## src/rtl/pipe_hazard_ctrl.sv

```systemverilog
// rtl/pipe_hazard_ctrl.sv - pipeline hazard/stall sequencer: load-use, branch flush, dmem wait, perf counters
module pipe_hazard_ctrl #(
    parameter int MEM_TIMEOUT = 16,
    parameter int CNT_W       = 16
) (
    input  logic             clk,
    input  logic             reset,
    input  logic [4:0]       id_rs,
    input  logic [4:0]       id_rt,
    input  logic             id_uses_rt,
    input  logic             ex_MemRead,
    input  logic [4:0]       ex_rt,
    input  logic             mem_pcSrc,
    input  logic             mem_MemRead,
    input  logic             mem_MemWrite,
    input  logic             dmem_ready,
    output logic             pc_en,
    output logic             ifid_en,
    output logic             ifid_flush,
    output logic             idex_en,
    output logic             idex_flush,
    output logic             exmem_en,
    output logic             exmem_flush,
    output logic             memwb_flush,
    output logic             mem_timeout,
    output logic [CNT_W-1:0] stall_count,
    output logic [CNT_W-1:0] flush_count
);

    localparam int WAIT_W = $clog2(MEM_TIMEOUT + 1);
    localparam logic [0:0] ST_RUN      = 1'b0;
    localparam logic [0:0] ST_MEM_WAIT = 1'b1;

    logic [0:0]        state_q, state_d;
    logic [WAIT_W-1:0] wait_cnt_q, wait_cnt_d;
    logic              timeout_q, timeout_d;
    logic [CNT_W-1:0]  stall_cnt_q, stall_cnt_d;
    logic [CNT_W-1:0]  flush_cnt_q, flush_cnt_d;

    logic mem_acc;
    logic load_use;
    logic mem_stall;

    assign mem_acc  = mem_MemRead | mem_MemWrite;
    assign load_use = ex_MemRead && (ex_rt != 5'd0) &&
                      ((ex_rt == id_rs) || (id_uses_rt && (ex_rt == id_rt)));

    always_comb begin
        pc_en       = 1'b1;
        ifid_en     = 1'b1;
        ifid_flush  = 1'b0;
        idex_en     = 1'b1;
        idex_flush  = 1'b0;
        exmem_en    = 1'b1;
        exmem_flush = 1'b0;
        memwb_flush = 1'b0;
        mem_stall   = 1'b0;
        state_d     = state_q;
        wait_cnt_d  = wait_cnt_q;
        timeout_d   = timeout_q;
        stall_cnt_d = stall_cnt_q;
        flush_cnt_d = flush_cnt_q;

        if (reset) begin
            pc_en       = 1'b0;
            ifid_en     = 1'b0;
            ifid_flush  = 1'b1;
            idex_en     = 1'b0;
            idex_flush  = 1'b1;
            exmem_en    = 1'b0;
            exmem_flush = 1'b1;
            memwb_flush = 1'b1;
            state_d     = ST_RUN;
            wait_cnt_d  = '0;
            timeout_d   = 1'b0;
            stall_cnt_d = '0;
            flush_cnt_d = '0;
        end else begin
            if (state_q == ST_RUN) begin
                if (mem_acc && !dmem_ready) begin
                    mem_stall  = 1'b1;
                    state_d    = ST_MEM_WAIT;
                    wait_cnt_d = WAIT_W'(1);
                end
            end else begin
                // EX/MEM is frozen while waiting, so the access is assumed still pending
                if (dmem_ready) begin
                    state_d    = ST_RUN;
                    wait_cnt_d = '0;
                end else if (wait_cnt_q == WAIT_W'(MEM_TIMEOUT)) begin
                    state_d    = ST_RUN;
                    wait_cnt_d = '0;
                    timeout_d  = 1'b1;
                end else begin
                    mem_stall  = 1'b1;
                    wait_cnt_d = wait_cnt_q + WAIT_W'(1);
                end
            end

            if (mem_stall) begin
                pc_en       = 1'b0;
                ifid_en     = 1'b0;
                idex_en     = 1'b0;
                exmem_en    = 1'b0;
                memwb_flush = 1'b1;
            end else if (mem_pcSrc) begin
                // the ID instruction is on the wrong path, so a load-use on it is moot
                ifid_flush  = 1'b1;
                idex_flush  = 1'b1;
                exmem_flush = 1'b1;
                if (!(&flush_cnt_q)) begin
                    flush_cnt_d = flush_cnt_q + CNT_W'(1);
                end
            end else if (load_use) begin
                pc_en      = 1'b0;
                ifid_en    = 1'b0;
                idex_flush = 1'b1;
            end

            if (!pc_en && !(&stall_cnt_q)) begin
                stall_cnt_d = stall_cnt_q + CNT_W'(1);
            end
        end
    end

    always_ff @(posedge clk) begin
        if (reset) begin
            state_q     <= ST_RUN;
            wait_cnt_q  <= '0;
            timeout_q   <= 1'b0;
            stall_cnt_q <= '0;
            flush_cnt_q <= '0;
        end else begin
            state_q     <= state_d;
            wait_cnt_q  <= wait_cnt_d;
            timeout_q   <= timeout_d;
            stall_cnt_q <= stall_cnt_d;
            flush_cnt_q <= flush_cnt_d;
        end
    end

    assign mem_timeout = timeout_q;
    assign stall_count = stall_cnt_q;
    assign flush_count = flush_cnt_q;

endmodule
```

## config.mk

```make
export PLATFORM = sky130hd
export DESIGN_NAME = pipe_hazard_ctrl
export DESIGN_NICKNAME = d
export VERILOG_FILES = /design/src/rtl/pipe_hazard_ctrl.sv
export SDC_FILE = /design/constraint.sdc
export NUM_CORES = 1
export LEC_CHECK = 0
export ABC_AREA = 1
export CAP_MARGIN = 20
export CORE_ASPECT_RATIO = 1.2
export CORE_MARGIN = 1
export CORE_UTILIZATION = 49
export CTS_CLUSTER_SIZE = 8
export DETAILED_ROUTE_END_ITERATION = 10
export PLACE_DENSITY = 0.81
export SETUP_SLACK_MARGIN = 0.5
export SLEW_MARGIN = 40
export SYNTH_ARGS = -nofsm -noshare
export SYNTH_HDL_FRONTEND = slang
export SYNTH_SLANG_ARGS = --single-unit
```

## constraint.sdc

```tcl
create_clock -name clk -period 2.25 [get_ports clk]
set_input_delay 0.225 -clock clk [delete_from_list [all_inputs] [get_ports clk]]
set_output_delay 0.225 -clock clk [all_outputs]
set_load 0.005 [all_outputs]
```

## Word-level counts from Yosys, hierarchy flattened

Cells that the tools add are included.
Widths: inputs -> output; s select.

| cells by class | value |
|---|---|
| bitwise gates (word level) | 4 |
| $add $sub $neg | 3 |
| multiplexer cells | 26 |
| reductions and logical operators | 15 |
| eq/ne operators | 3 |

Operators by type and width:

| cell | count |
|---|---|
| $add 16x1->16 const B | 2 |
| $reduce_and 16->1 | 2 |
| $mux 1 | 22 |
| $mux 5 | 4 |
| $eq 5x5->1 | 2 |
| $reduce_and 3->1 | 2 |
| $add 5x1->5 const B | 1 |
| $eq 5x5->1 const B | 1 |
| $logic_and 1x1->1 | 5 |
| $reduce_bool 5->1 | 1 |
| $logic_not 1->1 | 3 |
| $not 1->1 | 3 |
| $reduce_bool 2->1 | 1 |
| $logic_or 1x1->1 | 1 |
| $or 1x1->1 | 1 |

| storage, ports and cells | value |
|---|---|
| output and inout bits | 41 |
| bits of input ports | 23 |
| flip-flop bits (word level) | 39 |

## Depth between registers and ports, before layout

| depth | value |
|---|---|
| depth after elaboration | 10 |
| gate-level depth with buffers | 12 |
| depth with buffers taken out | 12 |

## Least setup slack after synthesis

Ideal clock, no wire load.

| timing | value |
|---|---|
| path type | reg-to-output |
| start | register wait_cnt_q[0] |
| end | output pc_en |
| cell stages (with the launch flop) | 11 |
| setup slack | 0.560 ns |
| data arrival time | 1.465 ns |
| data required time | 2.025 ns |
| cell sequence | dfxtp_1 > inv_1 > ha_1 > nand4_1 > nand2_1 > o21ai_1 > inv_1 > nand2_2 > buf_6 > nor2_1 > buf_4 |

| on the way | value |
|---|---|
| longest elaborated chain between the ends | 8 |

Ends and longest elaborated chain:

| item | line | text |
|---|---|---|
| from (decl) | 35 | `logic [WAIT_W-1:0] wait_cnt_q, wait_cnt_d;` |
| from (signal assigned) | 135 | `wait_cnt_q <= wait_cnt_d;` |
| $eq 5x5->1 | 90 | `end else if (wait_cnt_q == WAIT_W'(MEM_TIMEOUT)) begin` |
| $mux 1 | 90 |  |
| $mux 1 | 87 | `if (dmem_ready) begin` |
| $mux 1 | 79 | `if (state_q == ST_RUN) begin` |
| $mux 1 | 64 | `if (reset) begin` |
| $mux 1 | 100 | `if (mem_stall) begin` |
| $mux 1 (2 in series) | 64 |  |
| to (decl) | 17 | `output logic pc_en,` |

No other way between the ends. The select of a mux whose other input is x is not followed.

## Final worst setup path

| timing | value |
|---|---|
| start | input dmem_ready |
| end | output idex_flush |

| on the way | value |
|---|---|
| longest elaborated chain between the ends | 7 |
| elaborated cells on any way between the ends | 8 |
| classes of those cells | mux: 6; reduce/logical: 2 |

Ends and longest elaborated chain:

| item | line | text |
|---|---|---|
| from (decl) | 16 | `input logic dmem_ready,` |
| $logic_not 1->1 | 80 | `if (mem_acc && !dmem_ready) begin` |
| $logic_and 1x1->1 | 80 |  |
| $mux 1 | 80 |  |
| $mux 1 (*) | 79 |  |
| $mux 1 (*) | 64 |  |
| $mux 1 (*) | 100 |  |
| $mux 1 (*) | 64 |  |
| to (decl) | 21 | `output logic idex_flush,` |

Mark *: on every way between the ends. The rest lies on a longest branch, timed or not. The select of a mux whose other input is x is not followed.

==> results.sh <==
export IMPL_rsz0062_at_grt="yes"
export IMPL_route_detailed_drc=0
export IMPL_start_util_pct=52.1
export IMPL_slew_headroom_pct=71.0
export IMPL_nNetsFinal=485
export IMPL_cts_root_buf="clkbuf_8"
export IMPL_final_cell_mix="91 x nand2_1, 51 x clkdlybuf4s50_1, 50 x nor2_1"
export IMPL_path_buf_inv=4
export IMPL_avgSynthCellArea_sq_um=6.41
export IMPL_synth_nets=406
export IMPL_finalSetupViolations=0
export IMPL_yosysUniqueCellTypes=28
export IMPL_drt_iter0_drc=203
export IMPL_rows=27
export IMPL_fin_crit_ns=1.81
export IMPL_gp_congestion=0.944
export IMPL_syn_cell_area_sq_um=2430
export IMPL_slowest_stage="clkdlybuf4s50_1"
export IMPL_p_leak_nw=1.51
export IMPL_ant_nets=0
export IMPL_synthFlopType="dfxtp_1"
export IMPL_num_vias=2660
export IMPL_grt_pass1_vias=2349
export IMPL_layout_commonest_cell="nand2_1"
export IMPL_slowest_delay_ns=0.46
export IMPL_min_path_type="flip-flop to flip-flop"
export IMPL_ioPinCount=64
export IMPL_die_area_sq_um=5250
export IMPL_crit_arrival_ns=1.58
export IMPL_portBuffers=63
export IMPL_ir_drop_uv=308
export IMPL_ys_ff_latch=39
export IMPL_clk_path_buf_depth=2
export IMPL_utilization_pct=74.6
export IMPL_drv_cap=0
export IMPL_end_kind="output pin"
export IMPL_clk_pin_slew_ns=0.08
export IMPL_routedWlPerCell_um=12.0
export IMPL_cts_tree="yes"
export IMPL_grt_total_usage_pct=23.9
export IMPL_antenna_cells=0
export IMPL_wl_um=6230
export IMPL_fin_skew_ns=0.00645
export IMPL_grt_overflow=0
export IMPL_grt_max_degree=27
export IMPL_fill_cells=380
export IMPL_die_y_um=79.1
export IMPL_critPathKind="input pin to output pin"
export IMPL_outcome="finished clean"
export IMPL_area_growth_pct=43.0
export IMPL_cp_cell_sequence="clkdlybuf4s50_1 -> inv_1 -> o21ai_1 -> o21ai_4 -> inv_2 -> a31o_4 -> buf_6"
export IMPL_cts_sinks=39
export IMPL_path_delay_family="buffers and inverters"
export IMPL_ctsHoldBuffers=0
export IMPL_finalSetupTns_ns=0
export IMPL_dp_hpwl_um=4340
export IMPL_p_per_area_nw_per_um2=463
export IMPL_htreeDepth=2
export IMPL_async_flop_share_pct=0
export IMPL_yosysSeqAreaShare_pct=32.1
export IMPL_synth_edf_count=0
export IMPL_critPathLaunchType="input pin"
export IMPL_core_area_sq_um=4660
export IMPL_fmax_ghz=0.553
export IMPL_drv_slew=0
export IMPL_syn_inst=379
export IMPL_grt_first_pass_wirelength_um=9800
export IMPL_via_per_inst=5.15
export IMPL_firstDrtPassIters=4
export IMPL_yosys_warnings=0
export IMPL_post_route_period_util_pct=80.4
export IMPL_die_w_um=66.3
export IMPL_cp_max_fo=4
export IMPL_cp_data_required_time_ns=2.03
export IMPL_cts_buffers=5
export IMPL_finalHoldViolations=0
export IMPL_max_slew_worst_pin_slew_ns=0.430
export IMPL_clock_latency_ns=0.29
export IMPL_antenna_found_initial=0
export IMPL_layout_drive_gt1_share_pct=17.9
-- synthesized netlist by cell type, types with 2 or more instances --
cell type,count,area share [%]
dfxtp_1,39,32
buf_6,5,2.3
xnor2_1,2,0.72
clkbuf_1,3,0.46
nand3b_1,2,0.62
nor3_1,18,3.7
nand2_1,94,15
buf_4,3,0.93
nand3_2,2,0.82
o21ai_0,13,2.7
nor3_4,2,1.3
inv_1,51,7.9
and3_1,2,0.51
nand4_1,3,0.77
nor2_1,54,8.3
ha_1,4,2.1
nand2_2,4,1.0
nand3_1,29,6.0
a21oi_1,28,5.8
nor3b_1,4,1.2
xor2_1,10,3.6
-- kinds of logic (layout without fill, tap and decap cells) --
| kind of cell | count (synthesis) | after routing | share of synthesized area [%] |
|---|---|---|---|
| AOI/OAI and AO/OA | 44 | 44 | 9.32 |
| buffers and inverters | 63 | 143 | 11.7 |
| DFF | 39 | 39 | 32.1 |
| xor gates and xnor gates | 12 | 12 | 4.33 |
| adders and majority gates | 4 | 4 | 2.06 |
| and+or+nand+nor | 217 | 217 | 40.4 |
-- flip-flops by register name, indices dropped and copies added (netlist names) --
register     count
flush_count     16
mem_timeout      1
stall_count     16
state_q          1
wait_cnt_q       5
-- worst paths after layout --
path / depth (start not counted) / slack (ns) / from / end
setup / recovery: 7 / 0.44 / dmem_ready / idex_flush
hold / removal: 1 / 0.48 / mem_timeout$_SDFFE_PP0P_ / mem_timeout$_SDFFE_PP0P_
setup reg to reg: 10 / 0.51 / wait_cnt_q[0]$_SDFFE_PP0P_ / flush_count[5]$_SDFFE_PP0P_
hold reg to reg: 1 / 0.48 / mem_timeout$_SDFFE_PP0P_ / mem_timeout$_SDFFE_PP0P_
-- timing repair --
item,in CTS,in global routing
setup endpoints to repair,36,38
buffers inserted,7,5
cloned,0,1
resized for setup,57,36
pin swaps,11,13
-- cell type report --
| cell class | instances | area [sq um] | area share (%) |
|---|---|---|---|
| Timing Repair Buffer | 83 | 795 | 22.9 |
| Inverter | 52 | 198 | 5.69 |
| Clock inverter | 1 | 7.51 | 0.216 |
| Multi-Input combinational cell | 277 | 1510 | 43.5 |
| Sequential cell | 39 | 795 | 22.9 |
| Clock buffer | 7 | 96.3 | 2.77 |
| Tap cell | 58 | 72.6 | 2.09 |
-- per-stage QoR --
stage	setup slack [ns]	power (mW)	hold slack, ns	std cells	instance area (sq um)
2_1_floorplan	0.560	0.898	0.407	379	2430
3_3_place_gp	0.106	1.01	0.452	496	3100
3_5_place_dp	0.0576	1.02	0.462	496	3100
4_1_cts	0.453	1.56	0.481	511	3260
5_1_grt	0.371	1.69	0.501	517	3480
6_report	0.440	1.61	0.478	517	3480
-- routing by layer --
| metal | GRT usage [%] | vias up | part of all wire (%) |
|---|---|---|---|
| met1 | 26.8 | 1218 | 42 |
| met5 | 0 | - | 0 |
| li1 | - | 1366 | - |
| met4 | 8.72 | 0 | 1.1 |
| met3 | 4.17 | 4 | 4.1 |
| met2 | 44.0 | 72 | 53 |
-- report_power, final --
group | total [mW] | leakage (nW) | internal [mW] | switching, mW
combinational | 0.338 | 1.14 | 0.173 | 0.165
sequential | 0.739 | 0.319 | 0.712 | 0.0268
clock | 0.534 | 0.0505 | 0.279 | 0.255
Power figures use the tool's default switching activity.
==> edit 1 (config.mk and constraints unchanged) <==
Put one more register stage on the output `mem_timeout`, without a reset. The value now appears one clock later. The other outputs are not delayed to match.
--- a/src/rtl/pipe_hazard_ctrl.sv
+++ b/src/rtl/pipe_hazard_ctrl.sv
@@ -139,7 +139,9 @@
         end
     end
 
-    assign mem_timeout = timeout_q;
+    always_ff @(posedge clk) begin
+        mem_timeout <= timeout_q;
+    end
     assign stall_count = stall_cnt_q;
     assign flush_count = flush_cnt_q;
 
Formal check against the unedited RTL: no difference found for any inputs over 10 cycles, from zero or initial values and one cycle with reset high; that may be too few to reach the edited logic, so the function may still have changed.
==> edit 1 against the original RTL <==
- area after synthesis up 0.82%
- maximum frequency shrank 13%
- sequential power is 2% higher
- setup slack worse by 0.27 ns
- critical path type is now flip-flop to flip-flop
- sequential cell count rose by 1
- first-iteration DRC count rose by 39%
- cell area is 16% higher
- wire length is 37% higher
- non-clock buffer count increased by 28
- critical path depth increased by 8
- power up 13%
- worst hold slack worse by 0.12 ns
==> edit 1: results (changes against the original RTL) <==
metric,value,unit,change
via count,3053,,+15%
first-pass GRT wire length,10.83,mm,+10%
GRT Total Usage,0.2646,,+0.02561
CP Data Arrival Time,2.33,ns,+0.75 ns
leakage,1.753,nW,+16%
biggest cell delay along the critical path,0.34,ns,-0.12 ns
Synth Area in Adders,0.02043,,-0.0001683
wire length on met2,4.478,mm,+36%
Clock Skew,0.005368,ns,-0.001085 ns
maximum vdd drop,331.7,µV,+7.6%
post-synthesis compound-gate area fraction,0.09244,,-0.0007616
"Seq/Total Area, Yosys",0.3269,,+0.005546
Syn Nets,407,,+0.25%
worst-path fanout max,3,,-1
Fillers,249,,-34%
status,"finished, final reports clean",,
Initial DRT Pass Iterations,6,,+2
RePlAce Congestion,0.9203,,-2.5%
slowest CP cell,dfxtp_2,,
largest cells by area after synthesis,"dfxtp_1 (33%), nand2_1 (14%), nor2_1 (8.3%)",,
vias in the first global route,2508,,+6.8%
max_slew headroom,0.6765,,-0.03383
post-synthesis cell count,380,,+0.26%
Initial DRC Count,282,,+39%
Nets,514,,+6.0%
met3 wire len,508,µm,+100%
Final HPWL DP,4.234,mm,-2.6%
[edit 1: cells by family (layout without fill, tap and decap cells)]
family / after synthesis / count (layout)
xor gates and xnor gates: 12 / 12
adders and majority gates: 4 / 4
AOI/OAI and AO/OA: 44 / 44
buffers and inverters: 63 / 171
and+or+nand+nor: 217 / 217
DFF: 40 / 40
[edit 1: repair_timing]
action,in CTS,in global routing
cloned,0,4
endpoints found under the hold margin,0,0
endpoints found under the setup margin,35,44
pin swaps,12,22
setup buffers,26,12
gates resized for setup,67,91
[edit 1: final timing paths]
path / from / end / slack (ns) / depth (start not counted)
setup / recovery: wait_cnt_q[1] / timeout_q / 0.17 / 15
hold / removal: timeout_q / mem_timeout / 0.36 / 0
setup reg to reg: wait_cnt_q[1] / timeout_q / 0.17 / 15
hold reg to reg: timeout_q / mem_timeout / 0.36 / 0
[edit 1: metal layers]
metal  GRT usage  vias up
met5           0        -
met4      0.1468        0
met3     0.05143       27
met2      0.4576      163
met1      0.2972     1439
li1            -     1424
[edit 1: report_power, final]
group          switching (mW)  internal (mW)  total (mW)  leakage [nW]
combinational           0.221          0.243       0.465          1.37
sequential             0.0271          0.729       0.756         0.327
clock                   0.269          0.330       0.598        0.0552
total                   0.517           1.30        1.82          1.75
[edit 1: cell type report]
class	instances	area (µm²)	share of cell area
multi-input combinational	277	1679	0.4182
sequential	40	812.0	0.2022
tap	58	72.57	0.01807
clock buffer	6	72.57	0.01807
inverter	52	202.7	0.05048
timing repair buffer	111	1141	0.2842
clock inverter	2	35.03	0.008725
[edit 1: metrics by stage]
stage | area (µm²) | hold WS (ns) | power, mW | utilization | worst slack [ns]
final | 4015 | 0.3570 | 1.819 | 0.8550 | 0.1711
after detailed placement | 3108 | 0.3467 | 1.035 | 0.6619 | 0.05679
after CTS | 3485 | 0.3605 | 1.657 | 0.7421 | 0.2408
after global routing | 4015 | 0.3680 | 1.878 | 0.8550 | 0.09637
after global placement | 3108 | 0.3397 | 1.029 | 0.6619 | 0.1095
after floorplan | 2450 | 0.3314 | 0.9163 | - | 0.5603
[edit 1: worst register-to-register path, delay by kind of cell (launching register included)]
| kind | cells | cell delay (ns) |
|---|---|---|
| buf+inv | 11 | 1.18 |
| flops | 1 | 0.34 |
| simple gates | 2 | 0.26 |
| fa+ha+maj | 1 | 0.12 |
| compound gates | 1 | 0.12 |
==> edit 2 (same settings) <==
Without the edit above. `CNT_W`: 16 -> 32.
--- a/src/rtl/pipe_hazard_ctrl.sv
+++ b/src/rtl/pipe_hazard_ctrl.sv
@@ -1,7 +1,7 @@
 // rtl/pipe_hazard_ctrl.sv - pipeline hazard/stall sequencer: load-use, branch flush, dmem wait, perf counters
 module pipe_hazard_ctrl #(
     parameter int MEM_TIMEOUT = 16,
-    parameter int CNT_W       = 16
+    parameter int CNT_W       = 32
 ) (
     input  logic             clk,
     input  logic             reset,
Interface: changed (resized flush_count and stall_count); port bits go from 64 to 96. No check against the original RTL was run, so the function may have changed too.
==> edit 2 against the original RTL <==
- power rose by 91%
- area after synthesis increased by 82%
- wire length rose to 2.8 times the old value
- worst hold slack improved by 0.013 ns
- cell area increased by 110%
- sequential cell count is 32 higher
- sequential share of layout area shrank 2.4 points
- setup slack worse by 0.25 ns
- largest cell class unchanged
==> edit 2: results (changes against the original RTL) <==
metric,value,unit,change
status,"finished, final reports clean",,
total power,3.073,mW,+91%
"top cells by count, synth","nand2_1 (235), nor2_1 (124), dfxtp_1 (71)",,
Synth Area in Adders,0.01130,,-0.009295
reg2reg setup slack,0.19,ns,-0.32 ns
post-synthesis compound-gate area fraction,0.08279,,-0.01041
max_slew headroom,0.6542,,-0.05609
Yosys cell types,27,,-3.6%
biggest cell delay along the critical path,0.36,ns,-0.10 ns
RePlAce Congestion,1.003,,+6.3%
XOR/XNOR Fraction of Synth Area,0.05736,,+0.01411
worst-path fanout max,3,,-1
Fillers,494,,+30%
leakage,2.966,nW,+97%
slowest CP cell,dfxtp_2,,
layout cells sized above 1,0.2896,,+0.1109
reg2reg start,wait_cnt_q[1],,
first-pass GRT wire length,22.92,mm,+130%
total CTS buffers,9,,+4
R2R Path End,wait_cnt_q[4],,
PortBufs,95,,+51%
R2R cell count,15,,+5
vias in the first global route,5040,,+110%
maximum vdd drop,347.8,µV,+13%
GRT Total Usage,0.3073,,+0.06827
Syn Nets,761,,+87%
Nets,907,,+87%
H-tree depth,3,,+1
worst skew pair latency,0.35,ns,+0.06 ns
"Seq/Total Area, Yosys",0.3210,,-0.0003236
Initial DRT Pass Iterations,5,,+1
largest cells by area after synthesis,"dfxtp_1 (32%), nand2_1 (20%), nor2_1 (11%)",,
[edit 2: timing repair]
item / 4_1_cts / 5_1_grt
setup buffers: 30 / 10
endpoints found under the setup margin: 70 / 78
gates cloned: 6 / 4
pin swaps: 22 / 52
resized for setup: 143 / 173
[edit 2: area by class of cell]
cell class | count | area share
Clock buffer | 12 | 0.02013
Clock inverter | 3 | 0.009372
Inverter | 74 | 0.04009
Multi-Input combinational cell | 566 | 0.4634
Sequential cell | 71 | 0.2046
Tap cell | 117 | 0.02031
Timing Repair Buffer | 158 | 0.2421
[edit 2: routing by layer]
layer | GRT usage | vias up | part of all wire
li1 | - | 2612 | -
met1 | 0.3501 | 2717 | 0.36
met2 | 0.5335 | 402 | 0.50
met3 | 0.06755 | 92 | 0.083
met4 | 0.1452 | 0 | 0.051
met5 | 0 | - | 0
[edit 2: kinds of logic after synthesis]
logic type	after synthesis
fa+ha+maj	4
simple gates	460
flops	71
xor+xnor	29
compound gates	72
buf+inv	98
[edit 2: worst max-delay path by stage]
stage                    from               to  slack, ns
2_1_floorplan  flush_count[0]  flush_count[23]       0.51
3_3_place_gp         ex_rt[2]            pc_en       0.09
3_5_place_dp     mem_MemWrite       idex_flush       0.05
4_1_cts         wait_cnt_q[1]    wait_cnt_q[3]       0.33
5_1_grt        flush_count[4]  flush_count[29]       0.13
6_report        wait_cnt_q[1]    wait_cnt_q[4]       0.19
[edit 2: stage by stage]
step	setup WS [ns]	util	instances	hold WS [ns]
floorplan	0.5087	-	734	0.4066
global placement	0.08747	0.6369	936	0.4492
detailed placement	0.04676	0.6369	936	0.4545
CTS	0.3251	0.7456	987	0.4599
global route	0.1332	0.8328	1001	0.5070
finish	0.1898	0.8328	1001	0.4901
[edit 2: where the power goes]
part	switching [mW]	internal, mW
clock network	0.509	0.651
logic	0.323	0.305
registers	0.0202	1.27
total	0.851	2.22
